$ cat src/rtl/teclado_entrada_if.sv
// teclado_entrada_if: scanner-side key events in, accumulated number and strobes out
interface teclado_entrada_if #(
   parameter int N_DIG = 4
);
   logic [4:0] digito;
   logic cambio_digito;
   logic [4*N_DIG-1:0] numero;
   logic [2:0] cant_digitos;
   logic [4*N_DIG-1:0] numero_final;
   logic num_valido;
   logic [3:0] tecla_cmd;
   logic cmd_valido;
   logic desborde;
   modport master (
      output digito, cambio_digito,
      input numero, cant_digitos, numero_final, num_valido, tecla_cmd, cmd_valido, desborde
   );
   modport slave (
      input digito, cambio_digito,
      output numero, cant_digitos, numero_final, num_valido, tecla_cmd, cmd_valido, desborde
   );
endinterface

$ cat src/rtl/teclado_entrada.sv
// teclado_entrada: turns scanner toggle events into key presses building a BCD number with backspace, enter and command strobes
module teclado_entrada #(
   parameter int N_DIG = 4,
   parameter int T_SUELTA = 8
) (
   input logic clk,
   input logic rst,
   teclado_entrada_if.slave bus
);
   localparam int W = 4 * N_DIG;
   localparam int CW = $clog2(T_SUELTA);
   typedef enum logic {LIBRE, PRESIONADA} estado_t;
   estado_t estado, estado_n;
   logic [CW-1:0] cnt, cnt_n;
   logic cambio_q, evento, acepta;
   logic [W-1:0] numero_n, final_n;
   logic [2:0] cant_n;
   logic [3:0] tecla_n;
   logic num_v_n, cmd_v_n, desb_n;
   assign evento = bus.cambio_digito ^ cambio_q;
   assign acepta = (estado == LIBRE) && evento;
   always_comb begin
      estado_n = estado;
      cnt_n = cnt;
      numero_n = bus.numero;
      cant_n = bus.cant_digitos;
      final_n = bus.numero_final;
      tecla_n = bus.tecla_cmd;
      num_v_n = 1'b0;
      cmd_v_n = 1'b0;
      desb_n = 1'b0;
      // a new event always restarts the release timer, even on its expiry cycle
      if (evento) begin
         estado_n = PRESIONADA;
         cnt_n = '0;
      end else if (estado == PRESIONADA) begin
         estado_n = (cnt == CW'(T_SUELTA - 1)) ? LIBRE : PRESIONADA;
         cnt_n = (cnt == CW'(T_SUELTA - 1)) ? '0 : cnt + 1'b1;
      end
      if (acepta) begin
         if (bus.digito < 5'd10) begin
            if (bus.cant_digitos < 3'(N_DIG)) begin
               numero_n = {bus.numero[W-5:0], bus.digito[3:0]};
               cant_n = bus.cant_digitos + 3'd1;
            end else
               desb_n = 1'b1;
         end else if (bus.digito == 5'hE) begin
            numero_n = (bus.cant_digitos != 3'd0) ? bus.numero >> 4 : bus.numero;
            cant_n = (bus.cant_digitos != 3'd0) ? bus.cant_digitos - 3'd1 : bus.cant_digitos;
         end else if (bus.digito == 5'hF) begin
            if (bus.cant_digitos != 3'd0) begin
               final_n = bus.numero;
               num_v_n = 1'b1;
               numero_n = '0;
               cant_n = 3'd0;
            end
         end else if (bus.digito < 5'h10) begin
            tecla_n = bus.digito[3:0];
            cmd_v_n = 1'b1;
         end
      end
   end
   always_ff @(posedge clk) begin
      cambio_q <= bus.cambio_digito;
      if (rst) begin
         estado <= LIBRE;
         cnt <= '0;
         bus.numero <= '0;
         bus.cant_digitos <= 3'd0;
         bus.numero_final <= '0;
         bus.tecla_cmd <= 4'd0;
         bus.num_valido <= 1'b0;
         bus.cmd_valido <= 1'b0;
         bus.desborde <= 1'b0;
      end else begin
         estado <= estado_n;
         cnt <= cnt_n;
         bus.numero <= numero_n;
         bus.cant_digitos <= cant_n;
         bus.numero_final <= final_n;
         bus.tecla_cmd <= tecla_n;
         bus.num_valido <= num_v_n;
         bus.cmd_valido <= cmd_v_n;
         bus.desborde <= desb_n;
      end
   end
endmodule

$ cat src/flat_wrapper.sv
// flat-port wrapper written by rule: the top's interface ports become plain ports
module teclado_entrada_flat 
#(
   parameter int N_DIG = 4,
   parameter int T_SUELTA = 8
)
  (clk, rst, bus_digito, bus_cambio_digito, bus_numero, bus_cant_digitos, bus_numero_final, bus_num_valido, bus_tecla_cmd, bus_cmd_valido, bus_desborde);
  teclado_entrada_if #(.N_DIG(N_DIG)) bus_i ();
  input logic clk;
  input logic rst;
  input wire logic [$bits(bus_i.digito)-1:0] bus_digito;
  input wire logic [$bits(bus_i.cambio_digito)-1:0] bus_cambio_digito;
  output wire logic [$bits(bus_i.numero)-1:0] bus_numero;
  output wire logic [$bits(bus_i.cant_digitos)-1:0] bus_cant_digitos;
  output wire logic [$bits(bus_i.numero_final)-1:0] bus_numero_final;
  output wire logic [$bits(bus_i.num_valido)-1:0] bus_num_valido;
  output wire logic [$bits(bus_i.tecla_cmd)-1:0] bus_tecla_cmd;
  output wire logic [$bits(bus_i.cmd_valido)-1:0] bus_cmd_valido;
  output wire logic [$bits(bus_i.desborde)-1:0] bus_desborde;
  assign bus_i.digito = bus_digito;
  assign bus_i.cambio_digito = bus_cambio_digito;
  assign bus_numero = bus_i.numero;
  assign bus_cant_digitos = bus_i.cant_digitos;
  assign bus_numero_final = bus_i.numero_final;
  assign bus_num_valido = bus_i.num_valido;
  assign bus_tecla_cmd = bus_i.tecla_cmd;
  assign bus_cmd_valido = bus_i.cmd_valido;
  assign bus_desborde = bus_i.desborde;
  teclado_entrada #(.N_DIG(N_DIG), .T_SUELTA(T_SUELTA)) u_core (.clk(clk), .rst(rst), .bus(bus_i));
endmodule
$ cat config.mk
export PLATFORM = sky130hd
export DESIGN_NAME = teclado_entrada_flat
export DESIGN_NICKNAME = d
export VERILOG_FILES = /design/src/rtl/teclado_entrada_if.sv /design/src/rtl/teclado_entrada.sv /design/src/flat_wrapper.sv
export SDC_FILE = /design/constraint.sdc
export NUM_CORES = 1
export LEC_CHECK = 0
export CORE_MARGIN = 2
export CORE_UTILIZATION = 45
export CTS_BUF_LIST = sky130_fd_sc_hd__clkbuf_16
export CTS_CLUSTER_DIAMETER = 30
export CTS_CLUSTER_SIZE = 28
export DETAILED_ROUTE_END_ITERATION = 12
export HOLD_SLACK_MARGIN = 0.05
export PLACE_DENSITY = 0.72
export RECOVER_POWER = 25
export REMOVE_ABC_BUFFERS = 1
export SLEW_MARGIN = 20
export SYNTH_ARGS = -nofsm -noshare
export SYNTH_HDL_FRONTEND = slang
export SYNTH_SLANG_ARGS = --single-unit
export TNS_END_PERCENT = 1
$ cat constraint.sdc
create_clock -name clk -period 3.7 [get_ports clk]
set_input_delay 0.74 -clock clk [delete_from_list [all_inputs] [get_ports clk]]
set_output_delay 0.74 -clock clk [all_outputs]
set_load 0.005 [all_outputs]
== Word level (Yosys, flattened, before mapping) ==
Index checks and enable logic that the tools add are counted.
Operators by class
  $add $sub $neg: 3
  multiply operators: 0
  divide/modulo/power cells: 0
  magnitude comparators: 3
  eq/ne operators: 4
  shift-type cells: 0
  mux-type cells: 19
  bitwise operators: 6
  reduce and logical (&&, ||, !) cells: 11
Operators by type and width (number)
  2-to-1 mux 16 bit: 6
  2-to-1 mux 3 bit: 7
  equality test 5 x 4 -> 1 bit (second input constant): 2
  AND reduction 5 bit: 2
  OR reduction 5 bit: 2
  adder 3 x 1 -> 3 bit (second input constant): 2
  2-to-1 mux 1 bit: 6
  nonzero test 3 bit: 2
  less-than comparator 5 x 4 -> 1 bit (second input constant): 1
  less-than comparator 5 bit (second input constant): 1
  NOT 1 bit: 5
  AND reduction 4 bit: 1
  equality test 3 bit (second input constant): 1
  less-than comparator 3 bit (second input constant): 1
  OR reduction 3 bit: 1
  subtractor 3 x 1 -> 3 bit (second input constant): 1
  inequality test 2 bit (second input constant): 1
  nonzero test 2 bit: 1
  OR reduction 2 bit: 1
  logical AND 1 bit: 1
  bitwise XOR 1 bit: 1
Storage, ports and cells
  flip-flop bits (word level): 47
  bits in latches: 0
  bits in writable memories: 0
  bits in read-only memories: 0
  bits of input ports: 8
  output and inout bits: 42
  word-level logic and storage cells: 56
  memories: 0

== Logic depth before layout (Yosys ltp) ==
Gate-level depths: netlist of the first run.
  depth after elaboration: 5
  gate-level depth with buffers: 8
  mapped depth without buffers: 6

== Worst setup path after synthesis of the first run ==
Ideal clock, no wire load.
  path type: input to register
  start: input bus_digito[4]
  end: register u_core.bus.numero_final[0]
  setup time: 0.072 ns
  arrival: 1.989 ns
  data required time: 3.628 ns
  path slack: 1.639 ns
  stages on the path: 7
  buffers on the path: 3
  cell sequence: buf_6 -> or3b_4 -> nor4_4 -> and3_1 -> buf_6 -> buf_12 -> mux2i_1
On the way
  cells in the longest elaborated chain, start to end: 3
  elaborated cells on any way between the ends: 6
  those cells by class: order compare: 1; eq/ne: 2; bitwise: 2; reduce/logical: 1
RTL lines
  start: declaration: line flat_wrapper.sv:11  | input wire logic [$bits(bus_i.digito)-1:0] bus_digito;
  less-than comparator 5 x 4 -> 1 bit or equality test 5 x 4 -> 1 bit (tied branches): line teclado_entrada.sv:41, teclado_entrada.sv:47
  NOT 1 bit (no line)
  AND reduction 5 bit (no line) *
  end signal: assignment: line teclado_entrada.sv:80  | bus.numero_final <= final_n;
  end: declaration: line teclado_entrada_if.sv:20  | output numero, cant_digitos, numero_final, num_valido, tecla_cmd, cmd_valido, desborde
Mark *: on every way between the ends. The rest lies on a longest branch, timed or not.
A chain may end at the register's enable or synchronous reset.

== Worst setup path after layout of the first run ==
  start: input bus_digito[4]
  end: register u_core.bus.numero_final[1]
Same word-level chain as after synthesis.

==> results.txt, run 1 <==
----------------------------------------------------
[Route]
  Average vias per placed instance ... 4.98
  Average wire per standard cell ... around 14 um
  Detailed Routing Iterations Pass 1 ... 4
  Routed WL ... 5020 um
  Total number of vias ... ~1800
  Remaining antenna violation count after routing ... 0
  Residual DRC ... 0
  Initial DRC Count ... 96

[Die]
  Rows ... 26
  Placeable core region ... roughly 5100 um2
  Vertical extent of the die ... ~76 um
  Effective utilization at floorplan ... 46.6%
  Die footprint ... around 5900 um2
  Width of the die ... around 76 um
  Number of top-level pins ... 50

[STA]
  Max-slew violation count ... 0
  Unrepaired setup endpoints after global routing ... no
  Highest Clock Rate ... around 0.37 GHz
  Final critical delay including setup and external delays ... 2.73 ns
  Summed negative setup slack over all endpoints ... 0 ns
  Transition at the pin with the smallest max-transition slack ... 0.664 ns
  Normalized max-slew margin ... about 55%
  Finish-stage setup viols ... 0
  Max Clock Skew ... 0.00389 ns
  Final count of hold timing violations ... 0
  Share of the clock period used by the worst path ... around 74%

[Setup path]
  Chain of cells forming the critical path ... clkdlybuf4s50_1, or3b_4, nor4_4, and3_1, buf_4, mux2i_1
  Capturing element type of the critical path ... register
  Startpoint class of the critical path ... input pin
  Crit path buf inv count ... 2
  Worst EP arrival ... 2.94 ns
  Worst reg2reg startpoint ... u_core.bus.cant_digitos[0]
  Family with the most delay on the worst path ... simple AND/OR/NAND/NOR gates
  Cell with the largest stage delay on the worst path ... clkdlybuf4s50_1
  Longest individual stage delay on the worst path ... 0.59 ns
  Worst endpoint required time ... just under 4 ns
  Number of cells on the worst reg-to-reg path ... 7
  Reg2reg setup slack ... 1.51 ns
  Peak fanout along the critical path ... 10
  Destination of the worst register-to-register timing path ... u_core.bus.numero_final[1]
  Classification of the worst setup path ... in -> reg

[Clocking]
  Inserted Clock Buffers ... 5
  Insertion delay to the later sink of the worst-skew pair ... around 0.28 ns
  Clock-pin transition on the worst setup and hold timing paths ... around 0.060 ns
  Number of buffers on the longest clock path ... 2
  Htree depth ... 2
  CTS tree ... yes
  Sinks on the clock net ... between 40 and 50
  Buffer count from post-CTS setup fixing ... 0
  CTS-repair resized insts ... 0
  Post-cts hold buffer count ... 0
  Clock tree root driver cell ... clkbuf_16

[Synthesis]
  Number of warnings reported in the yosys synthesis log ... 0
  Post-Syn Area ... 2360 um2
  Avg Synthesized Cell Area ... 9.69 um2
  Largest cells by area after synthesis ... dfxtp_1, mux2i_1, nand2b_1
  Syn Inst Count ... about 240
  Top cell type by total area after synthesis ... dfxtp_1
  Number of storage elements in the synthesis netlist ... 47
  Post-synthesis sequential area ratio ... roughly 40%
  Top-area cell type share of the netlist area ... about two fifths
  Library cells used by synthesis ... 38

[Pwr]
  Total power density per cell area ... 343 nW/um2
  Leakage power summed over all cells ... between 1 and 1.5 nW
  Maximum ir drop on the vdd rail ... between 150 and 200 uV

[Placement]
  Placed inst area ... roughly 2800 um2
  Routability cong. ... 0.910
  DPL Wire Length ... between 3000 and 4000 um
  Port Buffer Count ... between 40 and 50

[Min path]
  Hold Crit Depth ... 2
  Min-Delay Path Class ... reg -> reg
  Startpoint of the tightest hold check path ... u_core.bus.numero_final[3]
  Hold EP ... u_core.bus.numero_final[3]

[Run]
  Maximum Capacitance Violations ... 0

[Global route]
  Wire length of the first global-routing pass ... around 8500 um
  Overall fraction of global-route tracks in use ... between 10% and 20%
  Remaining global-route overflow ... 0
  Number of antenna violations at the first check in global routing ... 0
  Largest net degree at the start of global routing ... 37
  Vias in the first global route ... 1801

[Layout]
  Antenna cells ... 0
  Area growth, synth to finish ... 25.7%
  Fraction of layout cells with a size suffix above 1 ... a little over a tenth
  Layout net count ... between 200 and 300
  Final cell area excluding filler cells ... 2970 um2

[Run status]
  Result of the run ... finished clean

----------------------------------------------------
-- cell usage in the layout, fill, tap and decap left out, types with 2 or more instances in the layout --
cell,count
dfxtp_1,47
nand3_1,2
o21bai_1,12
clkbuf_16,5
or2_2,2
inv_1,20
clkdlybuf4s50_1,28
ha_1,5
xnor2_1,2
and3_1,9
o21ai_0,2
nand2b_1,20
clkinv_1,2
nor2_1,9
dlygate4sd3_1,21
nand2_1,3
or3_1,2
nor3_1,19
nand3b_1,2
mux2i_1,34
o2bb2ai_1,4
o32ai_1,2
buf_4,4
a21oi_1,3
or2b_1,3
or2b_2,14
-- power by group --
group,internal [mW],total [mW],leakage [nW],switching (mW)
combinational,0.0353,0.0812,0.749,0.0459
clock,0.243,0.422,0.0701,0.179
sequential,0.511,0.516,0.379,0.00474
-- layer usage --
layer	part of all wire [%]	up-vias	global-route usage, %	wire length (um)
li1	-	909	-	-
met1	48	811	23.2	2420
met2	46	48	28.6	2290
met3	4.5	9	4.74	226
met4	1.5	0	7.45	75
met5	0	-	0	0
-- worst max-delay path by stage --
stage | start | endpoint | slack, ns | depth (start not counted)
2_1_floorplan | bus_digito[4] | u_core.bus.numero_final[0] | 1.54 | 4
3_3_place_gp | bus_digito[4] | u_core.bus.numero_final[10] | 0.76 | 6
3_5_place_dp | bus_digito[4] | u_core.bus.numero_final[1] | 0.73 | 6
4_1_cts | bus_digito[4] | u_core.bus.numero_final[6] | 0.99 | 6
5_1_grt | bus_digito[4] | u_core.bus.numero_final[1] | 0.83 | 6
6_report | bus_digito[4] | u_core.bus.numero_final[1] | 0.97 | 6
-- worst register-to-register path, cell delays in order (launching register included) --
cell and delay [ns]:
dfxtp_1 0.38, inv_1 0.10, ha_1 0.20, and2b_2 0.21
nor4_4 0.28, and3_1 0.48, buf_4 0.27, mux2i_1 0.20
-- synthesized netlist by cell type, drive strengths merged --
library cell   n
o2bb2ai        4
o21a           1
o32ai          2
nand3          2
nor2           9
or2            2
xnor2          2
and3           9
or3            2
inv           19
nor3          19
mux2i         34
a211oi         1
dfxtp         47
o21ai          3
or3b           1
buf           10
clkbuf         8
and2b          1
a21oi          3
ha             5
a311oi         1
o21bai        12
mux2           1
nand2          3
or2b          17
nand4          1
nand3b         2
nand2b        20
nor4           2
o31ai          1
-- logic make-up (layout without fill, tap and decap cells) --
family	count (synthesis)	in the layout	share of synthesized area [%]
buf+inv	37	80	8.84
xor+xnor	2	2	0.741
fa+ha+maj	5	5	2.65
compound gates	28	28	8.99
flops	47	47	39.8
mux	35	35	14.9
simple gates	90	90	24.1
-- flip-flops by register name (all words and copies together), names as in the netlist --
register,flops
u_core.bus.num_valido,1
u_core.bus.cant_digitos,3
u_core.bus.numero_final,16
u_core.bus.desborde,1
u_core.cnt,3
u_core.bus.cmd_valido,1
u_core.estado,1
u_core.bus.numero,16
u_core.bus.tecla_cmd,4
u_core.cambio_q,1
-- per-stage QoR --
stage	utilization [%]	setup slack, ns	total power, mW	hold WS [ns]	std cells
finish	58.6	0.972	1.02	0.469	357
global route	58.6	0.830	1.06	0.501	357
CTS	58.6	0.990	1.03	0.477	357
detailed placement	55.9	0.728	0.608	0.462	349
global placement	55.9	0.755	0.607	0.442	349
floorplan	-	1.54	0.570	0.436	226
-- final cells by class --
type,instances,area (um2)
sequential,47,941
clock buffer,5,125
tap,70,87.6
clock inverter,3,11.3
timing repair buffer,53,520
fill,487,2100
multi-input combinational,160,1210
inverter,19,71.3
Note: power is estimated with default switching activity, not from simulation.
==> run 2, diff against run 1 <==
Settings changed: PLACE_DENSITY 0.72 to 0.75.
Clock period 3.7 ns to 2.2 ns, I/O delays scaled along.
==> run 2 against run 1 <==
  * Clock skew increased by 0.00057 ns
  * Via count increased by 6.6%
  * Clock power increased by 98%
  * Wire length rose by 0.84%
  * Critical path type unchanged
  * Total power up 83%
  * Cell area grew 6.2%
  * Critical endpoint is now u_core.bus.numero[2]
  * Largest cell class unchanged
  * Die area unchanged
==> results.txt, run 2 (synthesis results as in run 1) <==
----------------------------------------------------
[Pwr]
  Total power after layout ... 1.86 mW (was 1.02 mW)
  Total power density per cell area ... 591 nW/um2 (was 343 nW/um2)
  Leakage power summed over all cells ... 1.28 nW (was 1.20 nW)
  Maximum ir drop on the vdd rail ... 363 uV (was 155 uV)

[Placement]
  Routability cong. ... 0.878 (was 0.910)
  Cell total after placement ... 367 (was 349)
  Port Buffer Count ... 49 (unchanged)
  DPL Wire Length ... 3780 um (was 3560 um)
  Place WS ... -0.0454 ns (was 0.728 ns)

[Global route]
  Overall fraction of global-route tracks in use ... 18.0% (about the same)
  Largest net degree at the start of global routing ... 35 (was 37)
  Wire length of the first global-routing pass ... 8580 um (was 8510 um)
  Vias in the first global route ... 1798 (was 1801)
  Number of antenna violations at the first check in global routing ... 0 (unchanged)
  Remaining global-route overflow ... 0 (unchanged)

[Layout]
  Fraction of layout cells with a size suffix above 1 ... 16.4% (was 10.8%)
  Antenna cells ... 0 (unchanged)
  Layout net count ... 317 (was 299)
  Leading registers by flop count ... u_core.bus.numero (16), u_core.bus.numero_final (16), u_core.bus.tecla_cmd (4) (unchanged)
  Commonest cells after routing, fill and taps aside ... dfxtp_1, mux2i_1, clkdlybuf4s50_1 (unchanged)
  Area growth, synth to finish ... 33.4% (was 25.7%)
  Most frequent standard cell in the layout excluding fill and tap cells ... dfxtp_1 (unchanged)
  Post-Layout Cell Count ... 375 (was 357)

[Die]
  Vertical extent of the die ... 76.5 um (unchanged)
  Placeable core region ... 5070 um2 (unchanged)
  Number of top-level pins ... 50 (unchanged)
  Width of the die ... 76.5 um (unchanged)
  Effective utilization at floorplan ... 46.6% (unchanged)
  Die footprint ... 5850 um2 (unchanged)
  Rows ... 26 (unchanged)

[Setup path]
  Number of cells on the worst reg-to-reg path ... 7 (unchanged)
  Worst EP arrival ... 2.16 ns (was 2.94 ns)
  Peak fanout along the critical path ... 11 (was 10)
  Worst reg2reg startpoint ... u_core.bus.cant_digitos[0] (unchanged)
  Capturing element type of the critical path ... register (unchanged)
  Worst endpoint required time ... 2.41 ns (was 3.91 ns)
  Classification of the worst setup path ... in -> reg (unchanged)
  Destination of the worst register-to-register timing path ... u_core.bus.numero_final[1] (unchanged)
  Startpoint class of the critical path ... input pin (unchanged)
  Reg2reg setup slack ... 0.31 ns (was 1.51 ns)

[STA]
  Unrepaired setup endpoints after global routing ... no (unchanged)
  Highest Clock Rate ... slightly above 0.5 GHz
  Final critical delay including setup and external delays ... between 1.5 and 2 ns
  Transition at the pin with the smallest max-transition slack ... 0.424 ns (was 0.664 ns)
  Setup ws final ... 0.251 ns (was 0.972 ns)
  Minimum hold slack ... 0.449 ns (was 0.469 ns)
  Share of the clock period used by the worst path ... ~89%
  Final count of hold timing violations ... 0 (unchanged)
  Finish-stage setup viols ... 0 (unchanged)
  Normalized max-slew margin ... 71.5% (was 55.4%)
  Max Clock Skew ... 0.00446 ns (was 0.00389 ns)
  Max-slew violation count ... 0 (unchanged)

[Clocking]
  Htree depth ... 2 (unchanged)
  Buffer count from post-CTS setup fixing ... 0 (unchanged)
  Post-cts hold buffer count ... 0 (unchanged)
  Inserted Clock Buffers ... 5 (unchanged)
  CTS-repair resized insts ... 0 (unchanged)
  Clock-pin transition on the worst setup and hold timing paths ... 0.06 ns (about the same)
  Sinks on the clock net ... 47 (unchanged)
  CTS tree ... yes (unchanged)
  Number of buffers on the longest clock path ... 2 (unchanged)
  Clock tree root driver cell ... clkbuf_16 (unchanged)
  Insertion delay to the later sink of the worst-skew pair ... 0.28 ns (about the same)

[Route]
  Average vias per placed instance ... 5.05 (was 4.98)
  Detailed Routing Iterations Pass 1 ... 4 (unchanged)
  Total number of vias ... 1895 (was 1777)
  Routed WL ... 5060 um (was 5020 um)
  Remaining antenna violation count after routing ... 0 (unchanged)
  Average wire per standard cell ... 13.5 um (was 14.1 um)
  Residual DRC ... 0 (unchanged)
  Initial DRC Count ... 108 (was 96)

[Min path]
  Hold EP ... u_core.bus.tecla_cmd[3] (was u_core.bus.numero_final[3])
  Startpoint of the tightest hold check path ... u_core.bus.tecla_cmd[3] (was u_core.bus.numero_final[3])
  Hold Crit Depth ... 2 (unchanged)
  Min-Delay Path Class ... reg -> reg (unchanged)

[Run status]
  Result of the run ... finished clean (unchanged)

[Run]
  Maximum Capacitance Violations ... 0 (unchanged)

----------------------------------------------------
-- run 2: how the worst max path moves through the flow --
stage / from / to / slack [ns] / depth (start not counted)
after floorplan: u_core.bus.cant_digitos[0] / u_core.bus.numero_final[0] / 0.22 / 6
after global placement: bus_digito[2] / u_core.bus.numero[2] / -0.02 / 6
after detailed placement: bus_cambio_digito / u_core.bus.numero[1] / -0.05 / 6
after CTS: bus_cambio_digito / u_core.bus.numero[2] / 0.24 / 6
after global routing: bus_cambio_digito / u_core.bus.numero[1] / 0.15 / 6
final: bus_digito[2] / u_core.bus.numero[2] / 0.25 / 6
-- run 2: worst max-delay path: stages --
cell,delay [ns]
clkdlybuf4s50_1,0.57
o21ai_2,0.08
a211oi_1,0.36
and3_1,0.34
buf_12,0.18
mux2i_1,0.18
-- run 2: layout make-up --
type	count	area, um2
Clock buffer	5	125
Clock inverter	3	38.8
Fill cell	444	1920
Inverter	19	71.3
Multi-Input combinational cell	160	1210
Sequential cell	47	941
Tap cell	70	87.6
Timing Repair Buffer	71	677
-- run 2: metrics by stage --
stage                     setup TNS (ns)  cell area, um2  util (%)
final                                  0            3160      62.2
after global routing                   0            3160      62.2
after CTS                              0            3160      62.3
after detailed placement          -0.604            3000      59.0
after global placement            -0.119            3000      59.0
after floorplan                        0            2230         -
-- run 2: per-layer routing --
metal	part of all wire, %	track usage (%)
met5	0	0
met4	1.5	5.45
met3	5.6	4.15
met2	46	29.9
met1	47	23.3
-- run 2: power breakdown --
part,switching (mW),internal [mW]
Combinational,0.0813,0.0817
Sequential,0.00794,0.859
Clock,0.305,0.530
Total,0.394,1.47
